<file path="src/rtl/booth_multiplier_core_pkg.sv">
// Shared definitions for the Booth multiplier datapath: state encoding, Booth-op
// decode and the Count phase meaning shared with the upstream controller.
package booth_multiplier_core_pkg;

  typedef enum logic [1:0] {
    IDLE = 2'd0,
    LOAD = 2'd1,
    STEP = 2'd2,
    DONE = 2'd3
  } state_t;

  typedef enum logic [1:0] {
    NOP = 2'd0,
    ADD = 2'd1,
    SUB = 2'd2
  } booth_op_t;

  // Count phase: 0 is register initialisation, 1..WIDTH are Booth steps.
  localparam int COUNT_INIT = 0;
  localparam int COUNT_FIRST_STEP = 1;

  function automatic booth_op_t booth_decode(input logic q0, input logic q_1);
    booth_op_t op;
    case ({q0, q_1})
      2'b01:   op = ADD;
      2'b10:   op = SUB;
      default: op = NOP;
    endcase
    return op;
  endfunction

endpackage

</file>
<file path="src/rtl/booth_multiplier_core_booth_step.sv">
// One radix-2 Booth iteration: conditional add/sub of M into A followed by an
// arithmetic shift right of {A,Q,Q_1}. Purely combinational.
module booth_step
  import booth_multiplier_core_pkg::*;
#(
  parameter int WIDTH = 8
) (
  input  logic [WIDTH:0]   a,
  input  logic [WIDTH-1:0] q,
  input  logic             q_1,
  input  logic [WIDTH-1:0] m,
  output logic [WIDTH:0]   a_next,
  output logic [WIDTH-1:0] q_next,
  output logic             q_1_next
);

  // A carries one guard bit so that negating the most-negative M cannot overflow.
  logic [WIDTH:0] m_ext;
  logic [WIDTH:0] sum;
  booth_op_t      op;

  assign m_ext = {m[WIDTH-1], m};
  assign op    = booth_decode(q[0], q_1);

  always_comb begin
    sum = a;
    case (op)
      ADD:     sum = a + m_ext;
      SUB:     sum = a - m_ext;
      default: sum = a;
    endcase
  end

  assign a_next   = {sum[WIDTH], sum[WIDTH:1]};
  assign q_next   = {sum[0], q[WIDTH-1:1]};
  assign q_1_next = q[0];

endmodule

</file>
<file path="src/rtl/booth_multiplier_core.sv">
// Self-sequencing radix-2 Booth signed multiplier with Start/Busy/Done handshake;
// Product is held until the next completed operation, Clear or reset.
module booth_multiplier_core
  import booth_multiplier_core_pkg::*;
#(
  parameter int WIDTH = 8,
  parameter int CW    = $clog2(WIDTH + 1)
) (
  input  logic               clk,
  input  logic               reset,
  input  logic               start,
  input  logic               clear,
  input  logic [WIDTH-1:0]   multiplicand,
  input  logic [WIDTH-1:0]   multiplier,
  output logic               busy,
  output logic               done,
  output logic [CW-1:0]      count,
  output logic [2*WIDTH-1:0] product
);

  state_t               state_reg, state_next;
  logic [WIDTH:0]       a_reg;
  logic [WIDTH-1:0]     q_reg;
  logic                 q_1_reg;
  logic [WIDTH-1:0]     m_reg;
  logic [CW-1:0]        count_reg;
  logic [2*WIDTH-1:0]   product_reg;

  logic [WIDTH:0]       a_step;
  logic [WIDTH-1:0]     q_step;
  logic                 q_1_step;
  logic                 last_step;

  booth_step #(.WIDTH(WIDTH)) u_step (
    .a        (a_reg),
    .q        (q_reg),
    .q_1      (q_1_reg),
    .m        (m_reg),
    .a_next   (a_step),
    .q_next   (q_step),
    .q_1_next (q_1_step)
  );

  assign last_step = (count_reg == CW'(WIDTH));

  always_ff @(posedge clk or negedge reset) begin
    if (!reset) state_reg <= IDLE;
    else        state_reg <= state_next;
  end

  always_comb begin
    state_next = state_reg;
    if (clear) begin
      state_next = IDLE;
    end else begin
      case (state_reg)
        IDLE:    if (start) state_next = LOAD;
        LOAD:    state_next = STEP;
        STEP:    if (last_step) state_next = DONE;
        DONE:    state_next = start ? LOAD : IDLE;
        default: state_next = IDLE;
      endcase
    end
  end

  always_ff @(posedge clk or negedge reset) begin
    if (!reset) begin
      a_reg       <= '0;
      q_reg       <= '0;
      q_1_reg     <= 1'b0;
      m_reg       <= '0;
      count_reg   <= '0;
      product_reg <= '0;
    end else if (clear) begin
      a_reg       <= '0;
      q_reg       <= '0;
      q_1_reg     <= 1'b0;
      count_reg   <= CW'(COUNT_INIT);
      product_reg <= '0;
    end else begin
      case (state_reg)
        IDLE, DONE: begin
          // Operands are only latched when a new request is accepted.
          if (start) begin
            m_reg <= multiplicand;
            q_reg <= multiplier;
          end
          count_reg <= CW'(COUNT_INIT);
        end
        LOAD: begin
          a_reg     <= '0;
          q_1_reg   <= 1'b0;
          count_reg <= CW'(COUNT_FIRST_STEP);
        end
        STEP: begin
          a_reg   <= a_step;
          q_reg   <= q_step;
          q_1_reg <= q_1_step;
          if (last_step) begin
            product_reg <= {a_step[WIDTH-1:0], q_step};
            count_reg   <= CW'(COUNT_INIT);
          end else begin
            count_reg <= count_reg + CW'(1);
          end
        end
        default: count_reg <= CW'(COUNT_INIT);
      endcase
    end
  end

  assign busy    = (state_reg == LOAD) || (state_reg == STEP);
  assign done    = (state_reg == DONE);
  assign count   = count_reg;
  assign product = product_reg;

endmodule
</file>
<file path="config.mk">
export PLATFORM = sky130hd
export DESIGN_NAME = booth_multiplier_core
export DESIGN_NICKNAME = d
export VERILOG_FILES = /design/src/rtl/booth_multiplier_core_pkg.sv /design/src/rtl/booth_multiplier_core_booth_step.sv /design/src/rtl/booth_multiplier_core.sv
export SDC_FILE = /design/constraint.sdc
export NUM_CORES = 1
export LEC_CHECK = 0
export CAP_MARGIN = 20
export CORE_ASPECT_RATIO = 0.7
export CORE_MARGIN = 10
export CORE_UTILIZATION = 30
export DETAILED_ROUTE_END_ITERATION = 10
export GPL_TIMING_DRIVEN = 0
export SLEW_MARGIN = 20
export SYNTH_ARGS = -nofsm -noshare
export SYNTH_HDL_FRONTEND = slang
export SYNTH_SLANG_ARGS = --single-unit
</file>
<file path="constraint.sdc">
create_clock -name clk -period 6.7 [get_ports clk]
set_input_delay 1.34 -clock clk [delete_from_list [all_inputs] [get_ports clk]]
set_output_delay 1.34 -clock clk [all_outputs]
set_load 0.05 [all_outputs]
</file>
==> metrics.yaml, run 1 <==
placed_design:
  gp_congestion: 0.806
  port_buffers: 41
  place_ws_ps: 3380
  dpl.hpwl_um: 5270
logic_synthesis:
  syn_area_per_cell_um2: 9.43
  netlist.top_cell.by_area: "dfrtp_1"
  synthTopCellsByArea: "dfrtp_1 (44%), ha_1 (7.5%), nand2_1 (5.8%)"
  synth_top_area_share_pct: 44.1
  ys.flop_type: "dfrtp_1"
  synthCells: 283
  ys_types: 42
  async_reset_ff_share_pct: 100
  synth_fp_nets: 320
  synth_edf_count: 0
  synth_seq_area_share_pct: 44.1
  ys_seq_elements: 47
  synth_area_mm2: 0.00267
  yosys_warnings: 0
detailed_routing:
  via_count: 2223
  drc: 0
  wirelength_um: 6810
  avgViaCountPerCell: 4.91
  drt_iter0_markers: 120
  firstDrtPassIters: 4
  wl_per_cell_um: 15.0
  ant_nets: 0
critical_path:
  cp_max_fo: 8
  critPathBufInv: 2
  critPathKind: "flop to primary output"
  cp-start-kind: "flop"
  crit_path_end_kind: "primary output"
  cp_slowest_stage_delay_ps: 880
  crit_slowest_cell: "clkdlybuf4s50_1"
  path_delay_family: "buffers and inverters"
  path_cells: "inv_1 > ha_1 > clkdlybuf4s50_1"
  crit_arrival_ps: 2130
  crit_required_ps: 5360
power_and_ir_drop:
  power.density_mw_per_mm2: 396
  ir_drop_mv: 0.164
  p_leak_nw: 1.40
timing:
  rsz0062_at_grt: "false"
  fmax_mhz: 288
  drv_slew: 0
  finalCriticalPeriod_ps: 3470
  clock_skew_ps: 7.52
  worstMarginPinSlew_ps: 788
  max_slew_margin_pct: 47.2
  setup_violations: 0
  setup_ws_ps: 3230
  final.setup.tns_ps: 0
  finalCritPeriodShare_pct: 51.9
  timing.final.hold_violations: 0
cts:
  post_cts_buffers: 0
  htree_levels: 2
  tritoncts: "built"
  cts_buffers: 5
  cts_root_buffer: "clkbuf_16"
  insertion_delay_ps: 290
  clk_path_buf_depth: 2
  cts_num_sinks: 47
  clkTransAtPathRegs_ps: 60
  ctsResizeCount: 0
  ctsHoldBuffers: 0
floorplanning:
  coreArea_mm2: 0.00855
  die_height_um: 98.9
  start_util_pct: 31.2
  io_pins: 42
  fp.dieW_um: 133
  dieArea_mm2: 0.0131
  std_cell_rows: 28
cells_and_area:
  layout_commonest_cell: "dfrtp_1"
  nets: 369
  areaGrowthSynthToFinish_pct: 28.1
  largest_reg_flops: 16
  antenna_cells_inserted: 0
  drive_gt1_share_pct: 7.81
  final_cell_mix: "dfrtp_1 (47), nand2_1 (41), clkdlybuf4s50_1 (40), nor2_1 (24), a21oi_1 (24)"
global_routing:
  grt_max_degree: 32
  antenna_found_initial: 0
  grt_usage_pct: 10.7
  grt_pass1_vias: 2263
  grt_overflow: 0
  grt_pass1_wl_um: 11500
job:
  cap_viol_max_count: 0
outcome:
  status: "complete, no violations"
worst_hold_path:
  worstHoldPathType: "flop to flop"
==> area by class of cell <==
cell class,instances,area [µm²]
fill,872,5130
tap,120,150
multi-input combinational,211,1400
clock inverter,2,35.0
timing repair buffer,42,425
buffer,12,48.8
sequential,47,1180
clock buffer,6,139
inverter,13,48.8
==> power breakdown <==
group | switching [mW] | internal, mW
clock | 0.108 | 0.186
sequential | 0.0583 | 0.340
combinational | 0.389 | 0.273
total | 0.555 | 0.798
==> stage by stage <==
stage                     cells  utilization (%)  total power [mW]  hold WS (ps)  instance area [µm²]
after global routing        453             40.0              1.47           516                 3420
after CTS                   453             40.0              1.36           507                 3420
after global placement      444             37.8              1.04           496                 3230
after floorplan             283                -             0.898           470                 2670
after detailed placement    445             38.0              1.06           477                 3240
final                       453             40.0              1.35           496                 3420
==> cells in the mapped netlist, types with 3 or more instances <==
library cell and count:
mux2i_1 11, o21ai_0 14, dfrtp_1 47, nor2_1 24, a21oi_1 24, clkbuf_1 7
o31ai_1 9, a31oi_1 4, xnor2_1 8, nor3_1 7, ha_1 16, nand2b_1 7
mux2_2 7, nand2_1 41, buf_2 3, nor3b_1 3, inv_1 13, a211oi_1 7
==> cells by family (layout without fill, tap and decap cells) <==
family	after synthesis	in the layout	share of synthesized area [%]
buffers and inverters	25	75	3.66
adder cells (fa/ha/maj)	17	17	8.25
flip-flops	47	47	44.1
XOR/XNOR	10	10	3.28
AO/OA/AOI/OAI	72	72	17.6
multiplexers	18	18	7.08
AND/OR/NAND/NOR	94	94	16.0
==> path summary, 6_finish.rpt <==
kind	startpoint	endpoint	slack (ps)	depth (start not counted)
worst max register to register	q_1_reg	product[15]	3540	11
worst min register to register	product[9]	product[9]	500	2
worst max-delay path	state_reg[1]	busy	3230	3
min in group asynchronous	reset	m_reg[0]	980	1
worst min-delay path	product[9]	product[9]	500	2
max in group asynchronous	reset	state_reg[1]	5220	2
==> worst reg2reg max path, cell delays in order, from the launching register on <==
cell       delay (ps)
dfrtp_1           360
inv_1              70
ha_1              160
clkbuf_1          330
mux2_2            420
fa_1              420
nand2b_1          200
a211oi_1          420
a2111oi_2         100
nor3_2            260
xnor2_1           120
a211oi_2          210
==> per-layer routing <==
layer  vias up  track usage (%)  part of all wire (%)
li1       1102                -                     -
met1      1076             15.6                    53
met2        40             15.1                    41
met3         5             2.94                   5.6
met4         0             2.45                  0.59
met5         -                0                     0
(Power assumes the default switching activity.)
==> run 2, diff against run 1 <==
==> constraint.sdc (replaced) <==
create_clock -name clk -period 3 [get_ports clk]
set_input_delay 0.6 -clock clk [delete_from_list [all_inputs] [get_ports clk]]
set_output_delay 0.6 -clock clk [all_outputs]
set_load 0.05 [all_outputs]
==> run 2 against run 1 <==
Effect of this change:
- sequential power rose by 120%
- non-clock buffer count fell by 1
- sequential cell count stayed put
==> metrics.yaml, run 2 (synthesized netlist as in run 1, its figures left out) <==
critical_path:
  reg2reg_from: "m_reg[0]"
  crit_required_ps: 3180  # -2180 ps
  critPathKind: "flop to flop"
  r2r_slack_ps: 150  # -3390 ps
  r2r-end: "product[13]"
  ff2ff_path_depth: 10  # -1
  cp-start-kind: "flop"
  cp_max_fo: 4  # -4
  crit_path_end_kind: "flop"
  crit_arrival_ps: 3030  # +900 ps
timing:
  timing.final.hold_violations: 0  # unchanged
  finalCritPeriodShare_pct: 95.1
  setup_violations: 0  # unchanged
  drv_slew: 0  # unchanged
  max_slew_margin_pct: 46.9  # -0.37 points
  worstMarginPinSlew_ps: 794  # +5.59 ps
  fmax_mhz: 351
  clock_skew_ps: 8.20  # +0.684 ps
  hold_slack_ps: 240  # -256 ps
  rsz0062_at_grt: "false"
  final.setup.tns_ps: 0  # unchanged
  finalCriticalPeriod_ps: 2850
detailed_routing:
  drc: 0  # unchanged
  wirelength_um: 6880  # +1.0%
  via_count: 2220  # -0.13%
  avgViaCountPerCell: 4.91  # about the same
  wl_per_cell_um: 15.2  # +1.2%
  ant_nets: 0  # unchanged
  firstDrtPassIters: 4  # unchanged
  drt_iter0_markers: 129  # +7.5%
cells_and_area:
  nets: 368  # -0.27%
  largest_reg_flops: 16  # unchanged
  drive_gt1_share_pct: 8.73  # +0.93 points
  areaGrowthSynthToFinish_pct: 29.1
  layout_commonest_cell: "dfrtp_1"
  nFillCells: 870  # -0.23%
  final_cell_mix: "dfrtp_1 (47), nand2_1 (41), clkdlybuf4s50_1 (40), nor2_1 (24), a21oi_1 (24)"
  antenna_cells_inserted: 0  # unchanged
  final_cell_area_mm2: 0.00344  # +0.77%
  layout.cells.non_filler: 452  # -0.22%
placed_design:
  dpl.hpwl_um: 5270  # unchanged
  port_buffers: 41  # unchanged
  gp_congestion: 0.806  # unchanged
  place_inst: 445  # unchanged
  postPlaceCellArea_mm2: 0.00324  # unchanged
cts:
  tritoncts: "built"
  ctsHoldBuffers: 0  # unchanged
  insertion_delay_ps: 290  # about the same
  cts_num_sinks: 47  # unchanged
  clkTransAtPathRegs_ps: 70  # about the same
  cts_buffers: 5  # unchanged
  clk_path_buf_depth: 2  # unchanged
  cts_root_buffer: "clkbuf_16"
  htree_levels: 2  # unchanged
floorplanning:
  fp.dieW_um: 133  # unchanged
  coreArea_mm2: 0.00855  # unchanged
  io_pins: 42  # unchanged
  start_util_pct: 31.2  # unchanged
  dieArea_mm2: 0.0131  # unchanged
  std_cell_rows: 28  # unchanged
  die_height_um: 98.9  # unchanged
global_routing:
  antenna_found_initial: 0  # unchanged
  grtUsageMet3_pct: 2.94  # unchanged
  grt.busiest_layer: "met1"
  grt_pass1_vias: 2262  # -0.044%
  grt_max_degree: 32  # unchanged
  grtUsageMet1_pct: 15.6  # unchanged
  grt_usage_pct: 10.7  # about the same
  grt_pass1_wl_um: 11500  # about the same
  gr-usage-met2_pct: 15.1  # +0.038 points
  grt_overflow: 0  # unchanged
job:
  cap_viol_max_count: 0  # unchanged
power_and_ir_drop:
  ir_drop_mv: 0.366  # +120%
  power.density_mw_per_mm2: 893  # +130%
  p_leak_nw: 1.40  # about the same
outcome:
  status: "complete, no violations"
worst_hold_path:
  worstHoldPathType: "primary input to async pin"
run 2: cell type report:
| cell class | count | area [µm²] | share of cell area, % |
|---|---|---|---|
| Clock buffer | 6 | 139 | 4.03 |
| Timing Repair Buffer | 42 | 425 | 12.4 |
| Clock inverter | 2 | 35.0 | 1.02 |
| Inverter | 13 | 48.8 | 1.42 |
| Tap cell | 120 | 150 | 4.36 |
| Multi-Input combinational cell | 211 | 1430 | 41.4 |
| Buffer | 11 | 45.0 | 1.31 |
| Sequential cell | 47 | 1180 | 34.1 |
run 2: routing by layer:
layer	part of all wire (%)	wire [µm]	vias up
met5	0	0	-
met1	54	3710	1075
met2	41	2800	41
met4	0.58	40	0
li1	-	-	1099
met3	4.7	325	5
run 2: through the flow:
| step | power [mW] | util [%] | setup slack (ps) |
|---|---|---|---|
| after floorplan | 2.01 | - | 247 |
| after global placement | 2.33 | 37.8 | -111 |
| after detailed placement | 2.36 | 38.0 | -173 |
| after CTS | 3.04 | 40.0 | 18.2 |
| after global routing | 3.33 | 40.3 | 3.23 |
| final | 3.08 | 40.3 | 148 |
run 2: worst max-delay path by stage:
stage,start,slack (ps),end
final,m_reg[0],150,product[13]
after global routing,m_reg[0],3,product[13]
after CTS,q_1_reg,20,product[13]
after detailed placement,q_1_reg,-170,product[15]
after floorplan,q_1_reg,250,a_reg[7]
after global placement,q_1_reg,-110,product[15]
run 2: critical path: stages, from the launching register on:
cell and delay, ps:
dfrtp_1 410, inv_1 80, ha_1 290, mux2_2 300, fa_1 420, nand2b_1 250
a211oi_2 240, o21ai_0 140, mux2i_1 150, o2bb2ai_1 190, a22o_1 270
run 2: timing repair:
action | in CTS | in global routing
endpoints found under the setup margin | 3 | 4
resized for setup | 1 | 4
setup buffers | 0 | 0
run 2: power breakdown:
| group | total (mW) | internal [mW] | switching (mW) |
|---|---|---|---|
| clock | 0.659 | 0.415 | 0.244 |
| combinational | 1.53 | 0.624 | 0.902 |
| sequential | 0.890 | 0.758 | 0.132 |
| total | 3.08 | 1.80 | 1.28 |
